==> src/rtl/stall_pipe_chain.sv <==
// Purpose: DEPTH-stage payload pipeline with per-stage stall/flush, bubble collapse and a saturating drop counter.
// Latency: DEPTH cycles from input accept to output when nothing holds; count/stage_valid follow the registered state.
// Backpressure: out_ready_i low or stall_i holds propagate upstream through valid stages only; in_ready_o = ~hold[0].
module stall_pipe_chain #(
  parameter int WIDTH = 32,
  parameter int DEPTH = 4,
  parameter int CNT_W = 16
) (
  input  logic                         clk_i,
  input  logic                         rst_i,
  input  logic                         in_valid_i,
  input  logic [WIDTH-1:0]             in_data_i,
  output logic                         in_ready_o,
  input  logic [DEPTH-1:0]             stall_i,
  input  logic [DEPTH-1:0]             flush_i,
  output logic                         out_valid_o,
  output logic [WIDTH-1:0]             out_data_o,
  input  logic                         out_ready_i,
  output logic [DEPTH-1:0]             stage_valid_o,
  output logic [$clog2(DEPTH+1)-1:0]   count_o,
  output logic [CNT_W-1:0]             drop_cnt_o
);

  localparam int CW = $clog2(DEPTH+1);
  // Sum width wide enough for counter plus a full-pipe kill, so saturation is detected before truncation.
  localparam int SW = ((CNT_W > CW) ? CNT_W : CW) + 1;

  logic [DEPTH-1:0]            valid_q, valid_d;
  logic [DEPTH-1:0][WIDTH-1:0] data_q, data_d;
  logic [DEPTH-1:0]            hold;
  logic [DEPTH-1:0]            wr_valid;
  logic [CW-1:0]               kill_sum;
  logic [CW-1:0]               vcount;
  logic [SW-1:0]               drop_sum;
  logic [CNT_W-1:0]            drop_q, drop_d;

  // Hold chain: a stage holds when stalled, or when it is occupied and the stage below cannot take it.
  always_comb begin
    hold = '0;
    hold[DEPTH-1] = stall_i[DEPTH-1] | (valid_q[DEPTH-1] & ~out_ready_i);
    for (int k = DEPTH-2; k >= 0; k--) begin
      hold[k] = stall_i[k] | (valid_q[k] & hold[k+1]);
    end
  end

  // Next-state per stage; wr_valid is the valid bit that would land absent flush (used to count kills).
  always_comb begin
    valid_d  = valid_q;
    data_d   = data_q;
    wr_valid = '0;
    kill_sum = '0;

    if (hold[0]) begin
      wr_valid[0] = valid_q[0];
    end else begin
      wr_valid[0] = in_valid_i;
      valid_d[0]  = in_valid_i;
      data_d[0]   = in_valid_i ? in_data_i : '0;
    end

    for (int k = 1; k < DEPTH; k++) begin
      if (hold[k]) begin
        wr_valid[k] = valid_q[k];
      end else if (!hold[k-1]) begin
        wr_valid[k] = valid_q[k-1];
        valid_d[k]  = valid_q[k-1];
        data_d[k]   = data_q[k-1];
      end else begin
        valid_d[k]  = 1'b0;
        data_d[k]   = '0;
      end
    end

    // Flush kills whatever would be written into the stage; the payload leaving it has already moved on.
    for (int k = 0; k < DEPTH; k++) begin
      if (flush_i[k]) begin
        valid_d[k] = 1'b0;
        data_d[k]  = '0;
        kill_sum   = kill_sum + CW'(wr_valid[k]);
      end
    end
  end

  // Saturating accumulation of killed payloads.
  always_comb begin
    drop_sum = SW'(drop_q) + SW'(kill_sum);
    if (drop_sum > SW'({CNT_W{1'b1}})) begin
      drop_d = '1;
    end else begin
      drop_d = drop_sum[CNT_W-1:0];
    end
  end

  // Stage registers and drop counter; reset wins over stall and flush and never counts as a drop.
  always_ff @(posedge clk_i) begin
    if (rst_i) begin
      valid_q <= '0;
      data_q  <= '0;
      drop_q  <= '0;
    end else begin
      valid_q <= valid_d;
      data_q  <= data_d;
      drop_q  <= drop_d;
    end
  end

  // Occupancy from registered valid bits.
  always_comb begin
    vcount = '0;
    for (int k = 0; k < DEPTH; k++) begin
      vcount = vcount + CW'(valid_q[k]);
    end
  end

  assign in_ready_o    = ~hold[0];
  assign out_valid_o   = valid_q[DEPTH-1] & ~stall_i[DEPTH-1];
  assign out_data_o    = data_q[DEPTH-1];
  assign stage_valid_o = valid_q;
  assign count_o       = vcount;
  assign drop_cnt_o    = drop_q;

endmodule
==> config.mk <==
export PLATFORM = sky130hd
export DESIGN_NAME = stall_pipe_chain
export DESIGN_NICKNAME = d
export VERILOG_FILES = /design/src/rtl/stall_pipe_chain.sv
export SDC_FILE = /design/constraint.sdc
export NUM_CORES = 1
export LEC_CHECK = 0
export CAP_MARGIN = 20
export CORE_MARGIN = 2
export CORE_UTILIZATION = 47
export DETAILED_ROUTE_END_ITERATION = 8
export PLACE_DENSITY = 0.71
export SYNTH_ARGS = -nofsm -noshare
export SYNTH_HDL_FRONTEND = slang
export SYNTH_SLANG_ARGS = --single-unit
==> constraint.sdc <==
create_clock -name clk_i -period 10.1 [get_ports clk_i]
set_input_delay 1.01 -clock clk_i [delete_from_list [all_inputs] [get_ports clk_i]]
set_output_delay 1.01 -clock clk_i [all_outputs]
set_load 0.005 [all_outputs]
* Word-level counts from Yosys, hierarchy flattened
Index checks and enable logic that the tools add are counted.
Word-level totals: register bits 148, bits in latches 0, bits in writable memories 0, ROM bits 0, bits of input ports 44, memories kept 0
Cells by class: $add $sub $neg 7, $mul 0, divide/modulo/power cells 0, magnitude comparators 1, eq/ne operators 0, shift-type cells 0, muxes and demuxes 16, bitwise logic cells 12, reductions and logical operators 4
Operator list (count):
- $mux W32 | 4
- $add A16 B3 Y17 | 1
- $gt A17 B16 Y1 const B | 1
- $mux W16 | 1
- $add A3 B1 Y3 | 4
- $mux W3 | 3
- $mux W1 | 8
- $reduce_or A2 Y1 | 4
- $and A1 B1 Y1 | 5
- $or A1 B1 Y1 | 4
- $add A2 B1 Y3 | 1
- $not A1 Y1 | 3
- $add A1 B1 Y2 | 1

* Depth between registers and ports, before layout
depth after elaboration 20, depth in mapped cells 23, mapped depth without buffers 21

* Worst setup path after synthesis
OpenSTA, ideal clock, no wires.
kind in2reg, from in stall_i[2], to reg drop_q[12], in the netlist drop_cnt_o[12], setup time 0.074 ns, arrival time 5.170 ns, path slack 4.856 ns, stages 22, cell sequence clkbuf_1 > or2_1 > o21a_1 > or4_1 > nand2_1 > ha_1 > nand2_1 > nand2_1 > ha_1 > nor2b_1 > a21oi_1 > ha_1 > inv_1 > mux2_2 > a31oi_1 > ha_1 > inv_1 > fa_1 > nor2b_1 > o2111ai_1 > or3_1 > a31oi_1
Between the ends: word-level cells in the longest chain between the ends 16
Ends and longest elaborated chain:
- from (decl) | RTL line 14 | input logic [DEPTH-1:0] stall_i,
- $or A1 B1 Y1 (*) | RTL line 42 | hold[k] = stall_i[k] | (valid_q[k] & hold[k+1]);
- $and A1 B1 Y1 (*) | RTL line 42
- $or A1 B1 Y1 (*) | RTL line 42
- $and A1 B1 Y1 | RTL line 42
- $or A1 B1 Y1 | RTL line 42
- $mux W1 | RTL line 64 | end else if (!hold[k-1]) begin
- $mux W1 (*)
- net wr_valid[1] | RTL line 31 | logic [DEPTH-1:0] wr_valid;
- $add A3 B1 Y3 (*) | RTL line 79 | kill_sum = kill_sum + CW'(wr_valid[k]);
- $mux W3 (*) | RTL line 76 | if (flush_i[k]) begin
- $add A3 B1 Y3 | RTL line 79
- $mux W3 (*) | RTL line 76
- $add A3 B1 Y3 | RTL line 79
- $mux W3 (*) | RTL line 76
- $add A16 B3 Y17 (*) | RTL line 86 | drop_sum = SW'(drop_q) + SW'(kill_sum);
- $gt A17 B16 Y1 | RTL line 87 | if (drop_sum > SW'({CNT_W{1'b1}})) begin
- $mux W16 (*) | RTL line 87
- to (signal assigned) | RTL line 103 | drop_q <= drop_d;
- to (decl) | RTL line 35 | logic [CNT_W-1:0] drop_q, drop_d;
The timed path passes the listed nets; every way through them passes the cells marked *. A chain may end at the register's enable or synchronous reset.

* Final worst setup path
from in stall_i[3], to reg drop_q[3], in the netlist drop_cnt_o[3]
Between the ends: word-level cells in the longest chain between the ends 18
Ends and longest elaborated chain:
- $or A1 B1 Y1 (*) | RTL line 40 | hold[DEPTH-1] = stall_i[DEPTH-1] | (valid_q[DEPTH-1] & ~out_ready_i);
- $and A1 B1 Y1 (*) | RTL line 42
- $or A1 B1 Y1 (*) | RTL line 42
- $and A1 B1 Y1 (*) | RTL line 42
- $or A1 B1 Y1 (*) | RTL line 42
- $and A1 B1 Y1 | RTL line 42
- $or A1 B1 Y1 | RTL line 42
- $mux W1 | RTL line 64
- [1 not listed]
- net wr_valid[1] | RTL line 31
- [1 not listed]
- $mux W3 (*) | RTL line 76
- $add A3 B1 Y3 | RTL line 79
- $mux W3 (*) | RTL line 76
- $add A3 B1 Y3 | RTL line 79
- $mux W3 (*) | RTL line 76
- $add A16 B3 Y17 (*) | RTL line 86
- $gt A17 B16 Y1 | RTL line 87
- $mux W16 (*) | RTL line 87
Marked as above.

==> metrics.csv <==
stage,metric,value,unit
run_status,status,"complete, no violations",
timing,period_needed,6.228,ns
synthesis,synth.most_common_cell,dfxtp_1,
routing,post-route-drc-count,0,
synthesis,synth_area_leaders,"dfxtp_1 (43%), a21oi_1 (8.4%), o21ai_0 (5.1%)",
layout,post-route-util,0.5721,
placement,portBuffers,100,
cts,clkTransAtPathRegs,0.06,ns
timing,min_period_over_period,0.6166,
pwr,p_leak,2.710,nW
synthesis,syn-cell-area,6828,µm²
synthesis,syn-instance-count,771,
cts,insertion_delay,0.42,ns
timing,worst_slew_pin_slew,0.9612,ns
layout,nNetsFinal,845,
worst_setup_path,start_kind,input pin,
cts,cts_resized,0,
cts,cts_tree,yes,
synthesis,synth_top_area_share,0.4339,
die,start_util,0.4752,
synthesis,synth_common_cells,"dfxtp_1 (148), a21oi_1 (114), nand2_1 (73)",
synthesis,syn_avg_cell_area,8.856,µm²
worst_setup_path,ff2ff_path_depth,21,
synthesis,yosysTopAreaCell,dfxtp_1,
routing,dr.first_iter.drc_count,345,
synthesis,synth.distinct_cells,47,
timing,setup_viol,0,
placement,dpl.hpwl,9748,µm
hold_path,holdPathStages,2,
cts,h-tree-depth,4,
layout,diodes,0,
timing,slew_violations,0,
worst_setup_path,path_max_fanout,34,
routing,dr_total_vias,5467,
timing,fin_tns_setup,0,ns
worst_setup_path,end_kind,flip-flop,
synthesis,synth-edff-count,0,
timing,skew,0.005372,ns
die,dieArea,15510,µm²
worst_setup_path,r2r_start,stage_valid_o[2],
layout,nFillCells,1264,
timing,max_freq,0.1606,GHz
run,maxCapViolCount,0,
worst_setup_path,r2r-end,drop_cnt_o[3],
cts,cts_buffers,17,
hold_path,hold_start,out_data_o[7],
die,core_area,14370,µm²
hold_path,worstHoldPathType,reg2reg,
synthesis,synth_nets,827,
synthesis,ys_seq_area_frac,0.4339,
timing,finalHoldViolations,0,
global_routing,grt_pass1_wl,24600,µm
hold_path,holdPathEnd,out_data_o[7],
routing,drt_wl_total,14470,µm
worst_setup_path,cp_data_required_time,10.43,ns
synthesis,ys_ff_latch,148,
placement,routabilityCongestion,0.7627,
global_routing,grt_max_degree,102,
timing,whs,0.4502,ns
worst_setup_path,r2r_slack,4.68,ns
layout,drive_gt1_frac,0.06484,
pwr,ir_drop,0.0001099,V
global_routing,grt_antenna_before_repair,0,
die,die_w,124.5,µm
worst_setup_path,worstSetupPathType,in2reg,
synthesis,ys.flop_type,dfxtp_1,
pwr,power_density,163.4,nW/µm²
global_routing,grt_pass1_vias,4976,
worst_setup_path,startpoint,stall_i[3],
die,io_pins,101,
cts,postCtsSetupBuffers,0,
cts,clock_path_buffers,2,
timing,max_slew_margin,0.3572,
routing,wl_per_cell,14.68,µm
die,die_h,124.5,µm
synthesis,yosys_warnings,0,
layout,area_growth,20.40,%
cts,ctsHoldBuffers,0,
cts,cts_sinks,148,
die,rows,44,
routing,via_per_inst,5.545,
timing,rsz0062_at_grt,false,
synthesis,ys_async_sr_fraction,0,
cts,clockRootBuffer,clkbuf_16,
routing,postRouteAntennaNets,0,
global_routing,grt_util_all_layers,0.1890,
global_routing,grt_overflow,0,
worst_setup_path,critPathArrivalTime,6.56,ns
routing,drt_first_pass_iters,5,
## placed cells by master (no fill, tap or decap), types with 6 or more instances in the layout
cell type and instances:
dfxtp_1 148, a21oi_1 114, clkdlybuf4s50_1 98, nand2_1 73, o21ai_0 69, mux2i_1 34
nand3_1 34, nand4b_1 33, or4b_1 32, nand3b_1 32, clkbuf_16 18, inv_1 12
ha_1 10, xor2_1 6
## logic make-up (layout without fill, tap and decap cells)
group                    Yosys count  after routing  synth area share
buffers and inverters            121            152           0.09236
XOR/XNOR                          11             11           0.01411
adder cells (fa/ha/maj)           12             12           0.02419
AO/OA/AOI/OAI                    202            202            0.1589
AND/OR/NAND/NOR                  240            240            0.2217
flip-flops                       148            148            0.4339
multiplexers                      37             37           0.05479
## flip-flops by register name, indices dropped and copies added, names as in the netlist
signal,count
drop_cnt_o,16
out_data_o,32
data_q,96
stage_valid_o,4
## stage by stage
| step | cells | cell area, µm² | worst slack [ns] | total power (W) |
|---|---|---|---|---|
| 6_report | 986 | 8220 | 3.872 | 0.001343 |
| 3_3_place_gp | 950 | 7503 | 3.563 | 0.0006800 |
| 5_1_grt | 986 | 8220 | 3.331 | 0.001383 |
| 3_5_place_dp | 951 | 7523 | 3.193 | 0.0006838 |
| 2_1_floorplan | 771 | 6828 | 4.856 | 0.0006550 |
| 4_1_cts | 983 | 8160 | 3.600 | 0.001350 |
## where the power goes
part / switching (W) / internal, W
clock network: 0.000231 / 0.000438
registers: 0.00000328 / 0.000589
logic: 0.0000443 / 0.0000371
## how the worst max path moves through the flow
stage                      to  cells after the start
2_1_floorplan  drop_cnt_o[12]                     22
3_5_place_dp   drop_cnt_o[12]                     22
3_3_place_gp   drop_cnt_o[12]                     22
5_1_grt         drop_cnt_o[1]                     22
4_1_cts         drop_cnt_o[3]                     22
6_report        drop_cnt_o[3]                     22
## critical path: stages
cell	delay (ns)
clkdlybuf4s50_1	0.51
or2_1	0.29
o21a_1	0.49
or4_1	0.55
nand2_1	0.10
ha_1	0.24
nand2_1	0.09
nand2_1	0.07
ha_1	0.27
nor2b_1	0.15
a21oi_1	0.08
ha_1	0.28
inv_1	0.03
mux2_2	0.25
a31oi_1	0.17
ha_1	0.21
inv_1	0.07
fa_1	0.41
nor2b_1	0.32
o2111a_1	0.26
nand3_1	0.41
a21oi_1	0.30
## layout make-up
cell class,count,area [µm²],area share
Multi-Input combinational cell,502,3244,0.3947
Sequential cell,148,2963,0.3604
Timing Repair Buffer,108,1101,0.1339
Clock buffer,23,488.0,0.05936
Tap cell,184,230.2,0.02801
Clock inverter,9,148.9,0.01811
Inverter,12,45.04,0.005479
## routing by layer
layer | vias to the layer above | track usage | routed length [µm]
met4 | 0 | 0.07270 | 271
met2 | 112 | 0.2671 | 6177
met5 | - | 0 | 0
met3 | 22 | 0.04768 | 607
li1 | 2761 | - | -
met1 | 2572 | 0.2757 | 7414
Note: power is estimated with default switching activity, not from simulation.
